### src/rtl/wb_pkg.sv
// wb_pkg: shared arbiter state encoding and Wishbone sizing helper
package wb_pkg;
  typedef logic [0:0] arb_state_t;
  localparam arb_state_t ARB_IDLE  = 1'b0;
  localparam arb_state_t ARB_OWNED = 1'b1;
  function automatic int wb_sel_width(input int data_width, input int granule);
    return data_width / granule;
  endfunction
endpackage

### src/rtl/wb_rr_picker.sv
// wb_rr_picker: round-robin pick of the first requester after the last owner
module wb_rr_picker #(
  parameter int N  = 4,
  parameter int IW = $clog2(N)
) (
  input  logic [N-1:0]  req,
  input  logic [IW-1:0] last,
  output logic          valid,
  output logic [IW-1:0] idx
);
  logic [IW-1:0] k;
  // farthest candidate first so the nearest requester after last wins
  always_comb begin
    valid = |req;
    idx = '0;
    k = '0;
    for (int i = N; i >= 1; i--) begin
      k = IW'((int'(last) + i) % N);
      if (req[k]) idx = k;
    end
  end
endmodule

### src/rtl/wb_arbiter_rr.sv
// wb_arbiter_rr: round-robin Wishbone B4 classic arbiter with optional stall watchdog
module wb_arbiter_rr import wb_pkg::*; #(
  parameter int NUM_MASTERS = 4,
  parameter int ADDR_WIDTH  = 16,
  parameter int DATA_WIDTH  = 32,
  parameter int GRANULE     = 8,
  parameter int TIMEOUT     = 0,
  localparam int SEL_WIDTH  = wb_sel_width(DATA_WIDTH, GRANULE)
) (
  input  logic                              clk_i,
  input  logic                              rst_i,
  input  logic [NUM_MASTERS-1:0]            m_cyc_i,
  input  logic [NUM_MASTERS-1:0]            m_stb_i,
  input  logic [NUM_MASTERS-1:0]            m_we_i,
  input  logic [NUM_MASTERS*ADDR_WIDTH-1:0] m_adr_i,
  input  logic [NUM_MASTERS*DATA_WIDTH-1:0] m_dat_i,
  input  logic [NUM_MASTERS*SEL_WIDTH-1:0]  m_sel_i,
  output logic [DATA_WIDTH-1:0]             m_dat_o,
  output logic [NUM_MASTERS-1:0]            m_ack_o,
  output logic [NUM_MASTERS-1:0]            m_err_o,
  output logic [NUM_MASTERS-1:0]            grant_o,
  output logic                              s_cyc_o,
  output logic                              s_stb_o,
  output logic                              s_we_o,
  output logic [ADDR_WIDTH-1:0]             s_adr_o,
  output logic [DATA_WIDTH-1:0]             s_dat_o,
  output logic [SEL_WIDTH-1:0]              s_sel_o,
  input  logic [DATA_WIDTH-1:0]             s_dat_i,
  input  logic                              s_ack_i
);
  localparam int IW = $clog2(NUM_MASTERS);
  localparam int CW = TIMEOUT > 1 ? $clog2(TIMEOUT) : 1;
  arb_state_t state;
  logic [IW-1:0] owner, last, next_idx;
  logic [CW-1:0] cnt;
  logic valid, owned, own_cyc, own_stb, tmo;
  wb_rr_picker #(.N(NUM_MASTERS), .IW(IW)) u_picker (
    .req(m_cyc_i), .last(last), .valid(valid), .idx(next_idx)
  );
  // a phase that times out drops STB for the ERR cycle; a coincident ACK wins
  always_comb begin
    owned = state == ARB_OWNED;
    own_cyc = owned & m_cyc_i[owner];
    own_stb = own_cyc & m_stb_i[owner];
    tmo = (TIMEOUT > 0) && own_stb && !s_ack_i && (int'(cnt) == TIMEOUT - 1);
    grant_o = {{(NUM_MASTERS-1){1'b0}}, owned} << owner;
    m_ack_o = {{(NUM_MASTERS-1){1'b0}}, own_stb & s_ack_i} << owner;
    m_err_o = {{(NUM_MASTERS-1){1'b0}}, tmo} << owner;
    s_cyc_o = own_cyc;
    s_stb_o = own_stb & ~tmo;
    s_we_o = own_cyc & m_we_i[owner];
    s_adr_o = owned ? m_adr_i[owner*ADDR_WIDTH +: ADDR_WIDTH] : '0;
    s_dat_o = owned ? m_dat_i[owner*DATA_WIDTH +: DATA_WIDTH] : '0;
    s_sel_o = owned ? m_sel_i[owner*SEL_WIDTH +: SEL_WIDTH] : '0;
  end
  assign m_dat_o = s_dat_i;
  always_ff @(posedge clk_i) begin
    if (rst_i) begin
      state <= ARB_IDLE;
      owner <= '0;
      last <= IW'(NUM_MASTERS - 1);
      cnt <= '0;
    end else begin
      if (!owned && valid) begin
        state <= ARB_OWNED;
        owner <= next_idx;
      end
      if (owned && !m_cyc_i[owner]) begin
        state <= ARB_IDLE;
        last <= owner;
      end
      cnt <= (TIMEOUT == 0 || !own_stb || s_ack_i || tmo) ? '0 : cnt + 1'b1;
    end
  end
endmodule

### config.mk
export PLATFORM = sky130hd
export DESIGN_NAME = wb_arbiter_rr
export DESIGN_NICKNAME = d
export VERILOG_FILES = /design/src/rtl/wb_pkg.sv /design/src/rtl/wb_rr_picker.sv /design/src/rtl/wb_arbiter_rr.sv
export SDC_FILE = /design/constraint.sdc
export NUM_CORES = 1
export LEC_CHECK = 0
export CORE_AREA = 2 2 137 139
export DETAILED_ROUTE_END_ITERATION = 6
export DIE_AREA = 0 0 139 141
export SLEW_MARGIN = 20
export SYNTH_ARGS = -nofsm -noshare
export SYNTH_HDL_FRONTEND = slang
export SYNTH_HIERARCHICAL = 1
export SYNTH_SLANG_ARGS = --single-unit
export TNS_END_PERCENT = 50
### constraint.sdc
create_clock -name clk_i -period 2 [get_ports clk_i]
set_input_delay 0.5 -clock clk_i [delete_from_list [all_inputs] [get_ports clk_i]]
set_output_delay 0.5 -clock clk_i [all_outputs]
set_load 0.03 [all_outputs]
==> results of run 1 <==
==> cell usage after synthesis <==
cell        n  area share, %
clkbuf_1   10            1.6
a21oi_1     3           0.63
o221ai_2    1           0.63
o21bai_1    1           0.32
buf_2       4           0.84
and2b_1     1           0.32
mux4_2     54             51
conb_1      1           0.16
mux2_2      1           0.47
nand2b_1    4            1.1
and3_1      7            1.8
nor3b_1     1           0.32
a2bb2oi_1   1           0.37
nor2_1     10            1.6
buf_12      3            2.5
dfxtp_1     5            4.2
mux2i_1     5            2.1
mux4_1      1            1.1
a21oi_2     1           0.37
nor2b_1     1           0.26
buf_6       1           0.47
buf_4      38             12
inv_1       3           0.47
and2_1     55             14
nand2_1     2           0.32
a31oi_1     1           0.26
==> logic make-up (layout without fill, tap and decap cells) <==
logic type             Yosys count  in the layout  share of synthesized area [%]
muxes                           61             61                          54.93
buffers and inverters           59            344                          17.92
other                            1              4                         0.1580
AOI/OAI and AO/OA                8              8                          2.583
DFF                              5              5                          4.217
and+or+nand+nor                 81             81                          20.19
==> repair_timing <==
action	in CTS	in global routing
gates cloned	1	2
endpoints found under the setup margin	59	59
gates resized for setup	340	112
setup buffers	9	18
pin swaps	30	18
==> final cells by class <==
type	count	area, um2
fillers	1832	12140
repair buffers	337	3600
multi-input cells	154	2036
well taps	234	292.8
flip-flops and latches	5	106.4
clock buffers	4	78.83
inverters	3	11.26
==> cell usage in the layout (no fill, tap or decap), types with 3 or more instances in the layout <==
| master | synthesis | routed |
|---|---|---|
| mux2i_1 | 5 | 5 |
| dlygate4sd2_1 | 0 | 46 |
| buf_4 | 38 | 24 |
| dlymetal6s2s_1 | 0 | 32 |
| clkbuf_16 | 0 | 5 |
| clkdlybuf4s50_1 | 0 | 144 |
| and2_4 | 0 | 55 |
| conb_1 | 1 | 4 |
| mux4_2 | 54 | 55 |
| nand2b_1 | 4 | 4 |
| nor2_1 | 10 | 8 |
| buf_12 | 3 | 14 |
| buf_6 | 1 | 75 |
| and3_4 | 0 | 6 |
| a21oi_1 | 3 | 3 |
==> sequential cells by signal (all words and copies together) (netlist names) <==
| signal | count |
|---|---|
| owner | 2 |
| last | 2 |
| owned | 1 |
==> through the flow <==
step	util, %	hold slack (ns)	instances	setup WS (ns)	total power (uW)
floorplan	-	0.5277	218	-0.1189	1090
finish	33.53	0.5802	737	-0.3114	2474
global route	33.53	0.6353	737	-0.3484	2598
global placement	29.03	0.5620	704	-0.8581	1793
detailed placement	29.03	0.5737	704	-0.9017	1817
CTS	31.25	0.5784	718	-0.3759	2349
==> worst min-delay path by stage <==
stage,start,endpoint,slack [ns],depth (start not counted)
2_1_floorplan,last[0]$_SDFFE_PP1P_,last[0]$_SDFFE_PP1P_,0.53,2
5_1_grt,last[0]$_SDFFE_PP1P_,last[0]$_SDFFE_PP1P_,0.64,2
3_3_place_gp,last[0]$_SDFFE_PP1P_,last[0]$_SDFFE_PP1P_,0.56,2
3_5_place_dp,last[0]$_SDFFE_PP1P_,last[0]$_SDFFE_PP1P_,0.57,2
4_1_cts,last[0]$_SDFFE_PP1P_,last[0]$_SDFFE_PP1P_,0.58,2
6_report,last[0]$_SDFFE_PP1P_,last[0]$_SDFFE_PP1P_,0.58,2
==> worst max-delay path, delay by kind of cell (launching register included) <==
family | cells | cell delay [ns]
buf+inv | 4 | 0.54
mux | 1 | 0.49
simple gates | 1 | 0.15
flops | 1 | 0.39
==> layer usage <==
| layer | up-vias | wire [um] | global-route usage [%] |
|---|---|---|---|
| met4 | 0 | 171 | 2.552 |
| met1 | 1447 | 4996 | 14.07 |
| li1 | 1354 | - | - |
| met5 | - | 0 | 0 |
| met3 | 14 | 1024 | 2.480 |
| met2 | 167 | 6649 | 22.17 |
==> power by group <==
group / switching (uW) / internal [uW] / total, uW
Combinational: 774 / 1230 / 2000
Clock: 72.6 / 265 / 337
Sequential: 20.9 / 113 / 134
==> flow_summary.ini, run 1 <==
[status]
status = finished with violations
violations = setup timing

[worst_setup_path]
ff2ff_setup_slack_ns = 0.33
regToRegEndpoint = last[1]$_SDFFE_PP1P_
path_class = flip-flop to output pin
startpoint = owner[0]$_SDFFE_PP0P_
end_kind = output pin
arrival_ns = 1.81
reg2regPathDepth = 8
cp-start-kind = flip-flop
cp_max_fo = 8
path_cells = buf_12 -> clkbuf_16 -> buf_4 -> mux4_2 -> and2_4 -> buf_6
crit_path_end = s_dat_o[24]
crit_required_ns = 1.50
timing.rr.start = owner[0]$_SDFFE_PP0P_
max_stage_delay_ns = 0.49
cpMaxStageDelayCell = mux4_2

[floorplanning]
dieWidth_um = 139
rows = 50
io_pins = 354
start_util_pct = 12.99
core_mm2 = 0.01827
die_y_um = 141
die_area_mm2 = 0.01960

[placement]
dp_hpwl_um = 10390
placed_area_mm2 = 0.005303
gp_congestion = 0.8732
io_buffers = 285

[power_and_ir_drop]
powerDensity_mw_per_mm2 = 403.9
cellLeakagePower_uw = 0.002729
vdd_drop_max_uv = 249.0

[logic_synthesis]
synth_seq_cells = 5
yosysUniqueCellTypes = 26
syn_inst = 215
syn_avg_cell_area_um2 = 11.04
synth_seq_area_share_pct = 4.217
netlist_area_mm2 = 0.002374
ys_warn_count = 6

[clock_tree]
clk-insertion-delay-late_ns = 0.23
cts_buffers = 3
clockBufferDepth = 2
hold_buffers = 0
cts_sinks = 5
path_clk_slew_ns = 0.03
cts_max_level = 1
tritoncts = done
cts-root-buf = clkbuf_16

[routing]
drt_iter0_drc = 56
routed_wl_um = 12840
wl_per_cell_um = 17.42
drc = 0
drtPass1Iterations = 4
ant_nets = 0
vias = 2982
via_per_inst = 4.046

[final_layout]
antenna_cells = 0
layout-area-overhead-vs-synth_pct = 158.0
design_area_mm2 = 0.006125
layout-drive-gt1-share_pct = 48.51
final_nets = 759

[global_route]
grt_max_degree = 33
grt_pass1_wl_um = 18420
grt_usage_pct = 11.89
overflow = 0
grt_pass1_vias = 3245
grt_antenna_before_repair = 0

[sta]
hold_viol_final = 0
rsz0062_at_grt = yes
drv_slew = 0
final.setup.tns_ns = -13.85
max_freq_ghz = 0.4326
setup_ws_ns = -0.3114
fin_crit_ns = 2.311
fin_skew_ns = 0.0009740
period_share_pct = 115.6
finalSetupViolations = 60

[min_path]
min_path_type = flip-flop to flip-flop

[flow_run]
drv_cap = 0
Power figures use the tool's default switching activity.
==> run 2: changes to the inputs <==
--- a/config.mk
+++ b/config.mk
@@ -8,7 +8,6 @@
 export CORE_AREA = 2 2 137 139
 export DETAILED_ROUTE_END_ITERATION = 6
 export DIE_AREA = 0 0 139 141
-export SLEW_MARGIN = 20
 export SYNTH_ARGS = -nofsm -noshare
 export SYNTH_HDL_FRONTEND = slang
 export SYNTH_HIERARCHICAL = 1
==> results of run 2 <==
No change in the layout: final DEF, timing and power equal those of run 1.
==> run 3: changes to the inputs <==
--- a/config.mk
+++ b/config.mk
@@ -6,6 +6,7 @@
 export NUM_CORES = 1
 export LEC_CHECK = 0
 export CORE_AREA = 2 2 137 139
+export CTS_CLUSTER_DIAMETER = 120
 export DETAILED_ROUTE_END_ITERATION = 6
 export DIE_AREA = 0 0 139 141
 export SYNTH_ARGS = -nofsm -noshare
==> constraint.sdc (replaced) <==
create_clock -name clk_i -period 2 [get_ports clk_i]
set_input_delay 0.4 -clock clk_i [delete_from_list [all_inputs] [get_ports clk_i]]
set_output_delay 0.4 -clock clk_i [all_outputs]
set_load 0.03 [all_outputs]
==> run 3 against run 2 <==
The flow still finishes with violations (setup timing). Via count shrank 0.20%. Critical endpoint is now m_ack_o[1]. Combinational power barely moved. Die area did not move. Final cell count decreased by 0.14%. Cell area decreased by 1.7%. Global-route usage shrank 0.15 points. Fmax increased by 4.6%. Register-to-register slack gained 0.29 ns. Routed wire length decreased by 1.6%.
==> flow_summary.ini, run 3 (synthesis results as in run 1) <==
[worst_setup_path]
timing.rr.start = owner[0]$_SDFFE_PP0P_
startpoint = m_cyc_i[3]
crit_path_end = m_ack_o[1]
ff2ff_setup_slack_ns = 0.62
end_kind = output pin
reg2regPathDepth = 5
regToRegEndpoint = owned$_SDFFE_PP0P_
crit_required_ns = 1.60
path_class = input port to output pin
cp-start-kind = input port
cp_max_fo = 4
arrival_ns = 1.81

[floorplanning]
die_y_um = 141
io_pins = 354
start_util_pct = 12.99
dieWidth_um = 139
rows = 50
die_area_mm2 = 0.01960
core_mm2 = 0.01827

[global_route]
grt_usage_pct = 11.75
grt_pass1_vias = 3190
grt_max_degree = 33
grt_antenna_before_repair = 0
overflow = 0
grt_pass1_wl_um = 18090

[routing]
routed_wl_um = 12640
routed.top_layer = met4
ant_nets = 0
met3_length_um = 928
drtPass1Iterations = 4
drc = 0
drt_iter0_drc = 42
dr_wl_met2_um = 6427
vias = 2976
m1WireLength_um = 5121
via_per_inst = 4.043
wl_per_cell_um = 17.17

[sta]
hold_viol_final = 0
drv_slew = 0
fin_skew_ns = 0.0007673
setup_ws_ns = -0.2106
holdWs_ns = 0.5796
fin_crit_ns = 2.211
max_freq_ghz = 0.4524
rsz0062_at_grt = yes
finalSetupViolations = 58
period_share_pct = 110.5

[power_and_ir_drop]
pwr-share-clk_pct = 13.5
cellLeakagePower_uw = 0.002346
p_switching_uw = 854.5
powerDensity_mw_per_mm2 = 410.8
combPwrFrac_pct = 80.9
vdd_drop_max_uv = 228.3
p_sw_share_pct = 34.55
p_int_uw = 1618
power_frac_seq_pct = 5.6

[flow_run]
drv_cap = 0

[final_layout]
final_cell_mix = 222 x clkdlybuf4s50_1, 67 x buf_6, 55 x mux4_2
antenna_cells = 0
design_area_mm2 = 0.006020
final.fill_count = 1836
final_nets = 758
layout-area-overhead-vs-synth_pct = 153.6
final_cells = 736
layout-drive-gt1-share_pct = 47.21
final_common_cell = clkdlybuf4s50_1

[min_path]
min_path_type = flip-flop to flip-flop
hold_path.startpoint = last[0]$_SDFFE_PP1P_

[clock_tree]
cts_buffers = 3
clockBufferDepth = 2
cts-root-buf = clkbuf_16
cts_sinks = 5
cts_max_level = 1
path_clk_slew_ns = 0.03
tritoncts = done
clk-insertion-delay-late_ns = 0.23

[placement]
post-place-cells = 702
io_buffers = 285
placed_area_mm2 = 0.005288
dp_hpwl_um = 10370
gp_congestion = 0.8690

[status]
violations = setup timing
status = finished with violations
[run 3: changes by cell type in the layout (fill, tap and decap cells not counted), moves of 4 or more]
cell	delta
and2_1	+4
and2_4	-4
buf_12	-6
buf_4	+8
buf_6	-8
clkdlybuf4s50_1	+78
dlygate4sd2_1	-46
dlymetal6s2s_1	-32
[run 3: worst min path at each step]
stage	end	slack, ns	cells after the start
floorplan	owner[0]$_SDFFE_PP0P_	0.47	1
global placement	last[0]$_SDFFE_PP1P_	0.56	2
detailed placement	last[0]$_SDFFE_PP1P_	0.58	2
CTS	last[0]$_SDFFE_PP1P_	0.58	2
global route	last[0]$_SDFFE_PP1P_	0.60	2
finish	last[0]$_SDFFE_PP1P_	0.58	2
[run 3: cell type report]
type	count	area, um2	area share [%]
timing repair buffer	336	3510	58.30
multi-input combinational	154	2021	33.57
tap	234	292.8	4.864
sequential	5	106.4	1.767
clock buffer	4	78.83	1.309
inverter	3	11.26	0.1871
[run 3: power by group through the flow]
stage	Clock (uW)	Sequential (uW)	Combinational, uW
detailed placement	0	138	1670
global placement	0	138	1650
floorplan	0	122	969
CTS	339	138	1940
global route	345	141	2100
finish	333	138	2000
[run 3: what timing repair did]
item	4_1_cts	5_1_grt
setup buffers	14	13
hold buffers	0	0
endpoints found under the setup margin	59	59
hold endpoints to repair	0	0
resized for setup	294	63
pin swaps	24	16
cloned	3	1
[run 3: metal layers]
metal	up-vias	track usage (%)
met5	-	0
met4	0	2.180
met3	17	2.276
met2	176	21.39
met1	1433	14.55
li1	1350	-
[run 3: through the flow]
stage                     total power, uW  TNS [ns]  util [%]  setup WS (ns)
after detailed placement             1811    -19.30     28.95        -0.6774
after floorplan                      1090  -0.03782         -       -0.01894
after global routing                 2590    -10.71     32.95        -0.2632
after global placement               1790    -18.95     28.95        -0.6592
final                                2473    -7.536     32.95        -0.2106
after CTS                            2416    -9.734     31.87        -0.2919
[run 3: worst max-delay path, cell delays in order]
cell,delay [ns]
clkdlybuf4s50_1,0.42
mux4_2,0.51
and2_4,0.18
and3_4,0.17
buf_6,0.13
